### src/rtl/key_pkg.sv
// rtl/key_pkg.sv - shared types, widths and tick derivation for key_debounce
package key_pkg;

    typedef enum logic [1:0] {
        IDLE         = 2'd0,
        PRESS_WAIT   = 2'd1,
        HELD         = 2'd2,
        RELEASE_WAIT = 2'd3
    } key_fsm_e;

    localparam int DCNT_W = 8;
    localparam int HCNT_W = 16;

    // Clock cycles per 1 ms tick.
    function automatic int tick_div(input int clk_hz);
        return clk_hz / 1000;
    endfunction

endpackage

### src/rtl/key_debounce_ch.sv
// rtl/key_debounce_ch.sv - one key channel: 2-flop synchronizer plus debounce FSM
//
// Ports:
//   clk, rst      clock, asynchronous active-high reset
//   tick          shared 1 ms strobe, one cycle wide
//   key_n         raw active-low pin, asynchronous to clk
//   key_state     debounced level, 1 = pressed
//   key_press     one-cycle pulse on accepted press
//   key_release   one-cycle pulse on accepted release
//   key_long      one-cycle pulse once hold reaches LONG_MS
module key_debounce_ch
    import key_pkg::*;
#(
    parameter int DEBOUNCE_MS = 20,
    parameter int LONG_MS     = 1000
) (
    input  logic clk,
    input  logic rst,
    input  logic tick,
    input  logic key_n,
    output logic key_state,
    output logic key_press,
    output logic key_release,
    output logic key_long
);

    localparam logic [DCNT_W-1:0] DCNT_LAST = DCNT_W'(DEBOUNCE_MS - 1);
    localparam logic [HCNT_W-1:0] HCNT_LIM  = HCNT_W'(LONG_MS);
    localparam logic [HCNT_W-1:0] HCNT_PRE  = HCNT_W'(LONG_MS - 1);

    // Flops reset to 1 so the key reads as released until the pin is seen.
    logic [1:0] sync;
    logic       k;

    always_ff @(posedge clk or posedge rst) begin
        if (rst) begin
            sync <= 2'b11;
        end else begin
            sync <= {sync[0], key_n};
        end
    end

    assign k = ~sync[1];

    key_fsm_e          state, state_nxt;
    logic [DCNT_W-1:0] dcnt, dcnt_nxt;
    logic [HCNT_W-1:0] hcnt, hcnt_nxt;
    logic              level_nxt, press_nxt, release_nxt, long_nxt;

    always_ff @(posedge clk or posedge rst) begin
        if (rst) begin
            state       <= IDLE;
            dcnt        <= '0;
            hcnt        <= '0;
            key_state   <= 1'b0;
            key_press   <= 1'b0;
            key_release <= 1'b0;
            key_long    <= 1'b0;
        end else begin
            state       <= state_nxt;
            dcnt        <= dcnt_nxt;
            hcnt        <= hcnt_nxt;
            key_state   <= level_nxt;
            key_press   <= press_nxt;
            key_release <= release_nxt;
            key_long    <= long_nxt;
        end
    end

    // A change of k always takes priority over a coincident tick, so a
    // bounce landing on the tick restarts the wait instead of completing it.
    always_comb begin
        state_nxt   = state;
        dcnt_nxt    = dcnt;
        hcnt_nxt    = hcnt;
        level_nxt   = key_state;
        press_nxt   = 1'b0;
        release_nxt = 1'b0;
        long_nxt    = 1'b0;
        case (state)
            IDLE: begin
                if (k) begin
                    state_nxt = PRESS_WAIT;
                    dcnt_nxt  = '0;
                end
            end
            PRESS_WAIT: begin
                if (!k) begin
                    state_nxt = IDLE;
                end else if (tick) begin
                    if (dcnt == DCNT_LAST) begin
                        state_nxt = HELD;
                        level_nxt = 1'b1;
                        press_nxt = 1'b1;
                        hcnt_nxt  = '0;
                    end else begin
                        dcnt_nxt = dcnt + DCNT_W'(1);
                    end
                end
            end
            HELD: begin
                if (!k) begin
                    state_nxt = RELEASE_WAIT;
                    dcnt_nxt  = '0;
                end else if (tick && (hcnt < HCNT_LIM)) begin
                    // Saturates at HCNT_LIM, so the long pulse fires once per hold.
                    hcnt_nxt = hcnt + HCNT_W'(1);
                    long_nxt = (hcnt == HCNT_PRE);
                end
            end
            RELEASE_WAIT: begin
                if (k) begin
                    // Glitch inside a hold: resume without disturbing hcnt.
                    state_nxt = HELD;
                end else if (tick) begin
                    if (dcnt == DCNT_LAST) begin
                        state_nxt   = IDLE;
                        level_nxt   = 1'b0;
                        release_nxt = 1'b1;
                    end else begin
                        dcnt_nxt = dcnt + DCNT_W'(1);
                    end
                end
            end
            default: state_nxt = IDLE;
        endcase
    end

endmodule

### src/rtl/key_debounce.sv
// rtl/key_debounce.sv - debounced push-button inputs with press/release/long-press pulses
//
// Ports:
//   clk           system clock
//   rst           asynchronous active-high reset
//   key_n         raw active-low button pins [NKEYS]
//   key_state     debounced levels, 1 = pressed [NKEYS]
//   key_press     one-cycle accepted-press pulses [NKEYS]
//   key_release   one-cycle accepted-release pulses [NKEYS]
//   key_long      one-cycle long-press pulses [NKEYS]
module key_debounce
    import key_pkg::*;
#(
    parameter int NKEYS       = 4,
    parameter int CLK_HZ      = 50_000_000,
    parameter int DEBOUNCE_MS = 20,
    parameter int LONG_MS     = 1000
) (
    input  logic             clk,
    input  logic             rst,
    input  logic [NKEYS-1:0] key_n,
    output logic [NKEYS-1:0] key_state,
    output logic [NKEYS-1:0] key_press,
    output logic [NKEYS-1:0] key_release,
    output logic [NKEYS-1:0] key_long
);

    localparam int TICK_DIV = tick_div(CLK_HZ);
    localparam int PW       = $clog2(TICK_DIV);

    logic [PW-1:0] presc;
    logic          tick;

    assign tick = (presc == PW'(TICK_DIV - 1));

    always_ff @(posedge clk or posedge rst) begin
        if (rst) begin
            presc <= '0;
        end else if (tick) begin
            presc <= '0;
        end else begin
            presc <= presc + PW'(1);
        end
    end

    for (genvar i = 0; i < NKEYS; i++) begin : g_ch
        key_debounce_ch #(
            .DEBOUNCE_MS (DEBOUNCE_MS),
            .LONG_MS     (LONG_MS)
        ) u_ch (
            .clk         (clk),
            .rst         (rst),
            .tick        (tick),
            .key_n       (key_n[i]),
            .key_state   (key_state[i]),
            .key_press   (key_press[i]),
            .key_release (key_release[i]),
            .key_long    (key_long[i])
        );
    end

endmodule

### config.mk
export PLATFORM = sky130hd
export DESIGN_NAME = key_debounce
export DESIGN_NICKNAME = d
export VERILOG_FILES = /design/src/rtl/key_pkg.sv /design/src/rtl/key_debounce_ch.sv /design/src/rtl/key_debounce.sv
export SDC_FILE = /design/constraint.sdc
export NUM_CORES = 1
export LEC_CHECK = 0
export CAP_MARGIN = 5
export CORE_MARGIN = 3
export CORE_UTILIZATION = 60
export DETAILED_ROUTE_END_ITERATION = 8
export HOLD_SLACK_MARGIN = 0.1
export PLACE_DENSITY = 0.78
export SLEW_MARGIN = 15
export SYNTH_ARGS = -nofsm -noshare
export SYNTH_HDL_FRONTEND = slang
export SYNTH_SLANG_ARGS = --single-unit
### constraint.sdc
create_clock -name clk -period 10.88 [get_ports clk]
set_input_delay 1.632 -clock clk [delete_from_list [all_inputs] [get_ports clk]]
set_output_delay 1.632 -clock clk [all_outputs]
set_load 0.01 [all_outputs]
==> results of run 1 <==
power by group through the flow:
stage / Combinational [mW] / Clock (mW) / Sequential [mW]
finish: 0.0196 / 0.660 / 0.543
floorplan: 0.0152 / 0 / 0.550
detailed placement: 0.0203 / 0 / 0.552
global route: 0.0229 / 0.693 / 0.543
global placement: 0.0198 / 0 / 0.552
CTS: 0.0205 / 0.667 / 0.542
state kept, by name (all words and copies together), names as in the netlist, named ones only:
signal                 count
g_ch.u_ch.hcnt            64
g_ch.u_ch.dcnt            32
g_ch.u_ch.key_release      4
presc                     16
g_ch.u_ch.key_long         4
g_ch.u_ch.key_press        4
g_ch.u_ch.sync             8
g_ch.u_ch.state            4
g_ch.u_ch.key_state        4
path summary, 6_finish.rpt:
check,from,end,cells after the start
min reg2reg,g_ch[2].u_ch.sync[0],g_ch[2].u_ch.sync[1],0
max,presc[0],g_ch[1].u_ch.hcnt[7],6
min,g_ch[2].u_ch.sync[0],g_ch[2].u_ch.sync[1],0
max in group asynchronous,rst,g_ch[1].u_ch.dcnt[0],3
min in group asynchronous,rst,g_ch[1].u_ch.hcnt[8],2
max reg2reg,presc[0],g_ch[1].u_ch.hcnt[7],6
worst max-delay path: cells and delay by family, from the launching register on:
family                   cells  cell delay (ns)
AO/OA/AOI/OAI                1             0.65
multiplexers                 1             0.38
AND/OR/NAND/NOR              3             1.25
adder cells (fa/ha/maj)      1             0.22
flip-flops                   1             0.38
kinds of logic (layout without fill, tap and decap cells):
logic type,count (synthesis),count (layout),synth area share
and+or+nand+nor,322,322,0.260
DFF,144,144,0.515
AOI/OAI and AO/OA,116,116,0.107
buffers and inverters,66,83,0.0466
xor gates and xnor gates,34,34,0.0425
adders and majority gates,9,9,0.0161
muxes,8,8,0.0127
cells in the final DEF, fill, tap and decap left out, drive strengths merged, types with 3 or more instances in the layout:
cell,n
a21o,6
a22o,8
o211ai,3
dfrtp,136
o22a,3
o21ai,29
nor2b,11
clkinvlp,4
or4,14
nand4,27
ha,9
or2,9
nor3b,4
clkbuf,18
xnor2,14
buf,3
nor4b,4
nand3,33
a21oi,28
o21a,6
o31ai,12
nor3,11
and3,17
mux2,7
o2bb2ai,4
a31oi,5
and4,5
nor4,24
xor2,20
clkdlybuf4s50,21
or3,13
clkinv,4
nor2,58
nand2b,9
bufinv,6
and2,21
dfstp,8
inv,27
nand2,54
cell type report:
cell class	count	area share
Tap cell	140	0.0222
Sequential cell	144	0.458
Inverter	27	0.0135
Multi-Input combinational cell	489	0.390
Timing Repair Buffer	24	0.0295
Clock buffer	18	0.0557
Clock inverter	14	0.0302
metal layers:
metal	routed length, µm	global-route usage	vias to the layer above
li1	-	-	2514
met1	6310	0.299	2580
met2	6580	0.368	95
met3	475	0.0576	18
met4	227	0.0982	0
met5	0	0	-
through the flow:
stage	instances	setup slack, ns	hold WS [ns]	instance area [µm²]
global route	856	7.66	0.358	7880
global placement	824	7.49	0.346	7200
CTS	856	7.88	0.355	7880
floorplan	699	5.39	0.345	7010
finish	856	7.87	0.356	7880
detailed placement	824	7.45	0.349	7200
synthesized netlist by cell type (2+ instances only):
library cell    n  area share
buf_1           2      0.0011
o211ai_1        3      0.0032
buf_4          18       0.019
mux2_2          7       0.011
nand3_1        33       0.024
nand2_1        54       0.029
dfstp_2         8       0.030
ha_1            9       0.016
xnor2_1        14       0.017
nor2_1         58       0.031
a41oi_1         2      0.0025
a22o_1          8       0.010
or3_1          13       0.012
nand2b_1        9      0.0080
nor2b_1        11      0.0098
and2_1         21       0.019
or2_2           9      0.0080
or4_4           2      0.0032
o21a_1          6      0.0064
clkbuf_1       10      0.0054
dfrtp_1       136        0.49
and4_1          5      0.0062
o22a_1          3      0.0037
a31oi_1         5      0.0045
o31ai_1        12       0.013
o41ai_1         2      0.0025
o21ai_0        29       0.021
nand4b_1        2      0.0025
buf_2           9      0.0064
xor2_1         20       0.025
inv_1          27       0.014
a21oi_1        28       0.020
nor3_1         11      0.0079
and3_1         17       0.015
nor4b_2         2      0.0043
nor4_1         23       0.021
nand4_1        25       0.022
a21o_1          6      0.0064
nor3b_1         4      0.0043
or4_1          12       0.013
o2bb2ai_1       4      0.0050
==> key figures, run 1 <==
Synthesis
  • Post-synth EDFFs: 0
  • Post-Synthesis Net Count: 714
  • Main synth FF type: dfrtp_1
  • Netlist cell types: 61
  • Avg Cell Area, Syn: approximately 10 µm²
  • #FFs+latches synth: 144
  • Post-synthesis cell area: 0.00701 mm²
  • Sequential area share after synthesis: 0.515
  • Post-synth ARST share: 1.00
  • Synthesis Warnings: 0
  • Synthesized instance count: around 700

Clocking
  • Clk_lat worst skew: 0.43 ns
  • CTS Root Cell: clkbuf_16
  • Clk slew on worst S/H paths: roughly 0.060 ns
  • Resize count post-CTS: 0
  • CTS tree: done
  • H-tree depth: 4
  • Bufs on Longest Clock Path: 2
  • CTS buffer count: 17
  • CTS sink cnt: 144
  • # hold bufs at CTS: 0
  • Setup Buffers After CTS: 0

Setup path
  • CP max stage delay: between 0.6 and 0.7 ns
  • Critical-path cell list: ha_1 > and3_1 > nand4_2 > a22o_1 > nor4_1 > mux2_2
  • Max FO, Critical Path: 23
  • Arrival @ worst endpoint: about 3.3 ns
  • Critical path endpoint category: flop
  • R2r setup slk: roughly 7.9 ns
  • Critical Path RT: between 10 and 15 ns
  • Setup CP Type: flop to flop
  • Startpoint types: flop
  • CP max stage cell: a22o_1

Timing
  • RSZ-0062 raised after global routing: false
  • Crit path time final: 3.01 ns
  • Slew @ Worst Pin: roughly 0.9 ns
  • Final Cycle Share: 0.276
  • Final Hold Vio Count: 0
  • Clk_skew: roughly 0.0062 ns
  • Final-report max-slew violation count: 0
  • Slew Limit Headroom: 0.393
  • FMAX: between 0.3 and 0.4 GHz
  • Setup_tns: 0 ns
  • Final setup violation count: 0

Floorplan
  • Row cnt: 38
  • Initial Util: 0.630
  • Die Ht: 114 µm
  • Die area: 0.0130 mm²
  • Die W: between 100 and 150 µm
  • Core box area: roughly 0.011 mm²
  • I/O pins: 22

Routing
  • Via Count: between 5,000 and 6,000
  • Drt total wl: about 14 mm
  • # DRC: 0
  • Vias per inst: a little over 6
  • Initial DRC count: between 300 and 400
  • Detail Route Antenna Nets: 0
  • DR WL/cell: around 16 µm
  • Pre-antenna DRT Iters: 5

Power and ir drop
  • P per Cell Area: approximately 150 mW/mm²
  • Register share of total power: 0.444
  • Worst IR drop on VDD: about 0.23 mV
  • Total Power: ~1.2 mW
  • Clock power frac: 0.540
  • Leakage power: 3.46 nW
  • Comb power frac: 0.016
  • Switching power: around 0.24 mW
  • Internal: a little under 1 mW
  • Switching Share: 0.199

Placed design
  • Port bufs: 21
  • Half-perimeter wire length after detailed placement: a little under 9 mm
  • Global placement routability congestion: 0.844

Final layout
  • Nets: between 700 and 800
  • Number of fill cells in the layout: 811
  • Area growth syn-to-layout: 12.4%
  • Area occupied by registers: approximately 0.0036 mm²
  • Number of diodes: 0
  • Layout cells sized above 1: 0.101
  • Final Util: 0.709
  • Multi-input logic area: 0.00308 mm²

Hold path
  • Worst min path class: flop to flop

Global route
  • First-pass GRT wire length: around 24 mm
  • Vias in the first global route: 5,229
  • Total track usage: 0.230
  • Grt total ovfl: 0
  • Initial antenna violation count: 0
  • Largest net degree at the start of global routing: 99

Outcome
  • Status: finished, final reports clean

Run
  • Max Cap Viol: 0
Power figures use the tool's default switching activity.
==> run 2, diff against run 1 <==
--- a/config.mk
+++ b/config.mk
@@ -7,10 +7,10 @@
 export LEC_CHECK = 0
 export CAP_MARGIN = 5
 export CORE_MARGIN = 3
-export CORE_UTILIZATION = 60
+export CORE_UTILIZATION = 55
 export DETAILED_ROUTE_END_ITERATION = 8
 export HOLD_SLACK_MARGIN = 0.1
-export PLACE_DENSITY = 0.78
+export PLACE_DENSITY = 0.75
 export SLEW_MARGIN = 15
 export SYNTH_ARGS = -nofsm -noshare
 export SYNTH_HDL_FRONTEND = slang
==> constraint.sdc (replaced) <==
create_clock -name clk -period 2.5 [get_ports clk]
set_input_delay 0.375 -clock clk [delete_from_list [all_inputs] [get_ports clk]]
set_output_delay 0.375 -clock clk [all_outputs]
set_load 0.01 [all_outputs]
==> key figures, run 2 (synthesis results as in run 1) <==
Outcome
  • Status: finished, final reports clean

Final layout
  • Nets: 731 (+1.8%)
  • Layout cells sized above 1: 0.111 (+0.0106)
  • Commonest non-fill, non-tap cell in the layout: dfrtp_1
  • Commonest non-fill, non-tap cells in the layout: dfrtp_1 (136), nor2_1 (58), nand2_1 (54), nand3_1 (33), o21ai_0 (29)
  • Number of fill cells in the layout: 1,028 (+27%)
  • Regs by FF count: g_ch.u_ch.hcnt x64, g_ch.u_ch.dcnt x32, presc x16
  • Multi-input logic area: 0.00308 mm² (about the same)
  • Fin cells: 897 (+4.8%)
  • Number of diodes: 0 (unchanged)
  • Most flops, register: g_ch.u_ch.hcnt
  • Area growth syn-to-layout: 12.7%
  • Fin area: 0.00790 mm² (+0.25%)
  • Max reg flops: 64 (unchanged)
  • Area occupied by registers: 0.00361 mm² (unchanged)

Global route
  • Initial antenna violation count: 0 (unchanged)
  • Global Route met3 Usage: 0.0484 (-0.00918)
  • Vias in the first global route: 5,136 (-1.8%)
  • Gr busiest metal: met2
  • Grt total ovfl: 0 (unchanged)
  • Largest net degree at the start of global routing: 73 (-26%)
  • First-pass GRT wire length: 23.6 mm (-1.8%)
  • Total track usage: 0.202 (-0.0273)
  • M1 GR Usage: 0.262 (-0.0369)
  • M2 GR Usage: 0.327 (-0.0413)

Power and ir drop
  • Register share of total power: 0.496 (+0.052)
  • P per Cell Area: 603 mW/mm² (+290%)
  • Leakage power: 3.48 nW (+0.39%)
  • Switching Share: 0.206 (+0.00705)
  • Clock power frac: 0.485 (-0.055)
  • Comb power frac: 0.020 (+0.004)
  • Total Power: 4.76 mW (+290%)
  • Internal: 3.78 mW (+290%)
  • Worst IR drop on VDD: 0.507 mV (+120%)
  • Switching power: 0.982 mW (+300%)

Clocking
  • CTS sink cnt: 144 (unchanged)
  • CTS buffer count: 17 (unchanged)
  • # hold bufs at CTS: 0 (unchanged)
  • CTS Root Cell: clkbuf_16
  • Clk slew on worst S/H paths: 0.06 ns (about the same)
  • CTS tree: done
  • H-tree depth: 4 (unchanged)
  • Clk_lat worst skew: 0.42 ns (about the same)
  • Bufs on Longest Clock Path: 2 (unchanged)

Setup path
  • Setup CP Type: flop to flop
  • Critical Path RT: 2.81 ns (-8.38 ns)
  • Critical path endpoint category: flop
  • Startpoint types: flop
  • Max FO, Critical Path: 10 (-57%)
  • Arrival @ worst endpoint: 2.75 ns (-0.57 ns)

Floorplan
  • Initial Util: 0.574 (-0.0560)
  • Die Ht: 119 µm (+4.2%)
  • Die area: 0.0141 mm² (+8.6%)
  • Die W: 119 µm (+4.2%)
  • Row cnt: 40 (+5.3%)
  • Core box area: 0.0122 mm² (+9.8%)
  • I/O pins: 22 (unchanged)

Hold path
  • Worst min path class: primary input to asynchronous set/reset pin

Placed design
  • Global placement routability congestion: 0.882 (+4.5%)
  • Port bufs: 21 (unchanged)
  • Half-perimeter wire length after detailed placement: 9.04 mm (+3.8%)
  • Dpl cell area: 0.00735 mm² (+2.1%)
  • Setup WS pre-CTS: 0.0357 ns (-7.41 ns)
  • Dpl cells: 864 (+4.9%)

Timing
  • FMAX: 0.410 GHz (+23%)
  • RSZ-0062 raised after global routing: true
  • Slew @ Worst Pin: 0.622 ns (-0.285 ns)
  • Final Hold Vio Count: 0 (unchanged)
  • Slew Limit Headroom: 0.584 (+0.191)
  • PnR worst setup slack: 0.0589 ns (-7.81 ns)
  • Final-report max-slew violation count: 0 (unchanged)
  • Final Cycle Share: 0.976 (+0.700)
  • Final setup violation count: 0 (unchanged)
  • Crit path time final: 2.44 ns (-0.565 ns)
  • Setup_tns: 0 ns (unchanged)
  • Clk_skew: 0.00787 ns (+0.00167 ns)

Routing
  • Vias per inst: 5.85 (-3.9%)
  • Drt total wl: 13.6 mm (-0.29%)
  • Via Count: 5,243 (+0.69%)
  • Pre-antenna DRT Iters: 5 (unchanged)
  • Detail Route Antenna Nets: 0 (unchanged)
  • DR WL/cell: 15.1 µm (-4.8%)
  • Initial DRC count: 364 (+5.8%)
  • # DRC: 0 (unchanged)

Run
  • Max Cap Viol: 0 (unchanged)
run 2: cell types whose count changed in the layout (fill, tap and decap cells not counted), sizes merged:
cell / before / now
buf: 3 / 16
clkinv: 4 / 5
clkinvlp: 4 / 2
inv: 27 / 26
bufinv: 6 / 1
clkbuf: 18 / 25
run 2: worst max-delay path, stage by stage, from the launching register on:
cell and delay (ns):
dfrtp_1 0.39, or4_1 0.52, nor4_1 0.37, a31oi_2 0.28, nor4_1 0.38, mux2_2 0.38
run 2: cell type report:
type                    instances  share of cell area
inverters                      27              0.0133
multi-input cells             489               0.390
flip-flops and latches        144               0.457
repair buffers                 37              0.0450
clock buffers                  25              0.0602
clock inverters                 7             0.00792
well taps                     168              0.0266
run 2: final timing paths:
check / start / endpoint / slack, ns / cells past startpoint
hold reg to reg: g_ch[0].u_ch.sync[0] / g_ch[0].u_ch.sync[1] / 0.35 / 0
hold / removal: rst / g_ch[3].u_ch.key_release / 0.27 / 2
min in group clk: g_ch[0].u_ch.sync[0] / g_ch[0].u_ch.sync[1] / 0.35 / 0
max in group asynchronous: rst / g_ch[1].u_ch.sync[1] / 1.53 / 3
setup / recovery: g_ch[1].u_ch.hcnt[10] / g_ch[1].u_ch.hcnt[7] / 0.06 / 5
setup reg to reg: g_ch[1].u_ch.hcnt[10] / g_ch[1].u_ch.hcnt[7] / 0.06 / 5
run 2: metal layers:
metal,vias up,share of wire
li1,2530,-
met1,2594,0.46
met2,94,0.49
met3,25,0.035
met4,0,0.020
met5,-,0
run 2: what timing repair did:
action / CTS / global route
endpoints found under the setup margin: 0 / 19
buffers inserted: 0 / 1
resized for setup: 0 / 3
run 2: metrics by stage:
step | hold slack [ns] | utilization
after global routing | 0.301 | 0.647
after detailed placement | 0.347 | 0.602
after floorplan | 0.345 | -
final | 0.271 | 0.647
after CTS | 0.263 | 0.646
after global placement | 0.346 | 0.602
run 2: power groups by stage:
stage               Clock, mW  Sequential (mW)  Combinational [mW]
floorplan                   0             2.39              0.0667
global placement            0             2.40              0.0943
detailed placement          0             2.40              0.0963
CTS                      2.35             2.36              0.0963
global route             2.46             2.36               0.107
finish                   2.31             2.36              0.0932
==> run 3, diff against run 2 <==
--- a/config.mk
+++ b/config.mk
@@ -7,11 +7,12 @@
 export LEC_CHECK = 0
 export CAP_MARGIN = 5
 export CORE_MARGIN = 3
-export CORE_UTILIZATION = 55
+export CORE_UTILIZATION = 60
 export DETAILED_ROUTE_END_ITERATION = 8
 export HOLD_SLACK_MARGIN = 0.1
-export PLACE_DENSITY = 0.75
+export PLACE_DENSITY = 0.78
 export SLEW_MARGIN = 15
 export SYNTH_ARGS = -nofsm -noshare
 export SYNTH_HDL_FRONTEND = slang
 export SYNTH_SLANG_ARGS = --single-unit
+export TNS_END_PERCENT = 5
==> constraint.sdc (replaced) <==
create_clock -name clk -period 2.3 [get_ports clk]
set_input_delay 0.345 -clock clk [delete_from_list [all_inputs] [get_ports clk]]
set_output_delay 0.345 -clock clk [all_outputs]
set_load 0.01 [all_outputs]
==> key figures, run 3 (synthesis results as in run 1) <==
Final layout
  • Area growth syn-to-layout: 15.6%
  • Regs by FF count: g_ch.u_ch.hcnt x64, g_ch.u_ch.dcnt x32, presc x16
  • Most flops, register: g_ch.u_ch.hcnt
  • Max reg flops: 64 (unchanged)
  • Number of diodes: 0 (unchanged)
  • Commonest non-fill, non-tap cells in the layout: dfrtp_1 (136), nor2_1 (58), nand2_1 (54), nand3_1 (33), buf_4 (31)
  • Nets: 748 (+2.3%)
  • Layout cells sized above 1: 0.145 (+0.0337)
  • Number of fill cells in the layout: 806 (-22%)
  • Commonest non-fill, non-tap cell in the layout: dfrtp_1

Global route
  • Vias in the first global route: 5,206 (+1.4%)
  • Total track usage: 0.230 (+0.0277)
  • Grt total ovfl: 0 (unchanged)
  • First-pass GRT wire length: 24.2 mm (+2.8%)
  • Initial antenna violation count: 0 (unchanged)
  • Largest net degree at the start of global routing: 102 (+40%)

Floorplan
  • Die Ht: 114 µm (-4.0%)
  • I/O pins: 22 (unchanged)
  • Die area: 0.0130 mm² (-7.9%)
  • Die W: 114 µm (-4.0%)
  • Initial Util: 0.630 (+0.0560)
  • Core box area: 0.0111 mm² (-8.9%)
  • Row cnt: 38 (-5.0%)

Setup path
  • WP buf/inv: 0 (unchanged)
  • Arrival @ worst endpoint: 2.57 ns (-0.18 ns)
  • Critical path endpoint category: flop
  • CP max stage cell: dfrtp_1
  • Critical Path RT: 2.61 ns (-0.20 ns)
  • Critical-path cell list: nor4b_4 > nand4_4 > a22o_2 > nor4_1 > mux2_2
  • Crit path max-delay family: simple AND/OR/NAND/NOR gates
  • CP max stage delay: 0.43 ns (-0.09 ns)
  • Setup CP Type: flop to flop
  • Max FO, Critical Path: 11 (+1)
  • Startpoint types: flop

Timing
  • Clk_skew: 0.00816 ns (+0.000291 ns)
  • Worst hold slack: 0.324 ns (+0.0531 ns)
  • Crit path time final: 2.26 ns (-0.184 ns)
  • Final Cycle Share: 0.981 (+0.00504)
  • Final setup violation count: 0 (unchanged)
  • Slew @ Worst Pin: 0.561 ns (-0.0614 ns)
  • FMAX: 0.443 GHz (+8.1%)
  • Slew Limit Headroom: 0.622 (+0.0389)
  • Final-report max-slew violation count: 0 (unchanged)
  • PnR worst setup slack: 0.0426 ns (-0.0163 ns)
  • Final Hold Vio Count: 0 (unchanged)
  • RSZ-0062 raised after global routing: true

Placed design
  • Half-perimeter wire length after detailed placement: 9.48 mm (+4.8%)
  • Global placement routability congestion: 0.860 (-2.5%)
  • Port bufs: 21 (unchanged)
  • Setup WS pre-CTS: -0.0674 ns (-0.103 ns)

Routing
  • Drt total wl: 14.2 mm (+4.7%)
  • Initial DRC count: 426 (+17%)
  • Via Count: 5,320 (+1.5%)
  • Detail Route Antenna Nets: 0 (unchanged)
  • Vias per inst: 6.00 (+2.7%)
  • Pre-antenna DRT Iters: 5 (unchanged)
  • DR WL/cell: 16.0 µm (+6.0%)
  • # DRC: 0 (unchanged)

Clocking
  • CTS Root Cell: clkbuf_16
  • CTS sink cnt: 144 (unchanged)
  • H-tree depth: 4 (unchanged)
  • Clk_lat worst skew: 0.42 ns (about the same)
  • CTS tree: done
  • Bufs on Longest Clock Path: 2 (unchanged)
  • Clk slew on worst S/H paths: 0.06 ns (about the same)
  • # hold bufs at CTS: 0 (unchanged)
  • CTS buffer count: 17 (unchanged)

Run
  • Max Cap Viol: 0 (unchanged)

Hold path
  • Worst min path class: primary input to flop

Outcome
  • Status: finished, final reports clean

Power and ir drop
  • Worst IR drop on VDD: 0.617 mV (+22%)
  • P per Cell Area: 662 mW/mm² (+9.9%)
  • Leakage power: 3.59 nW (+3.2%)
-- run 3: report_power, final --
part / internal, mW / switching, mW / leakage [nW]
clock: 1.71 / 0.985 / 0.282
sequential: 2.55 / 0.0124 / 1.96
combinational: 0.0287 / 0.0806 / 1.35
-- run 3: worst reg2reg max path, cell delays in order, from the launching register on --
cell	delay, ns
dfrtp_1	0.43
nor4b_4	0.40
nand4_4	0.23
a22o_2	0.40
nor4_1	0.32
mux2_2	0.37
-- run 3: worst paths after layout --
check	to	slack (ns)	startpoint	depth (start not counted)
max	g_ch[1].u_ch.hcnt[6]	0.04	presc[10]	5
min	g_ch[0].u_ch.sync[0]	0.32	key_n[0]	1
max reg2reg	g_ch[1].u_ch.hcnt[6]	0.04	presc[10]	5
min reg2reg	g_ch[0].u_ch.sync[1]	0.36	g_ch[0].u_ch.sync[0]	0
max in group asynchronous	g_ch[1].u_ch.sync[1]	1.46	rst	3
min in group asynchronous	g_ch[3].u_ch.dcnt[5]	0.42	rst	3
-- run 3: layer usage --
layer | vias to the layer above | global-route usage | part of all wire | wire [µm]
met5 | - | 0 | 0 | 0
met4 | 0 | 0.0942 | 0.016 | 234
met3 | 23 | 0.0550 | 0.033 | 470
met2 | 108 | 0.370 | 0.50 | 7040
met1 | 2618 | 0.302 | 0.45 | 6460
li1 | 2571 | - | - | -
-- run 3: layout make-up --
class | instances | area (µm²) | share of cell area
Multi-Input combinational cell | 489 | 3160 | 0.389
Clock inverter | 5 | 77.6 | 0.00957
Tap cell | 140 | 175 | 0.0216
Sequential cell | 144 | 3610 | 0.446
Timing Repair Buffer | 54 | 474 | 0.0585
Inverter | 27 | 105 | 0.0130
Clock buffer | 27 | 503 | 0.0621
-- run 3: timing repair --
item	in CTS	in global routing
pin swaps	0	7
setup endpoints to repair	21	52
setup buffers	0	2
gates resized for setup	3	17
-- run 3: through the flow --
stage | util | instance area (µm²) | std cells | TNS [ns] | total power, mW
after floorplan | - | 7020 | 699 | 0 | 2.67
after global placement | 0.667 | 7420 | 852 | 0 | 2.71
after detailed placement | 0.667 | 7420 | 852 | -0.421 | 2.72
after CTS | 0.720 | 8010 | 884 | -0.208 | 5.41
after global routing | 0.729 | 8110 | 886 | -0.178 | 5.55
final | 0.729 | 8110 | 886 | 0 | 5.37
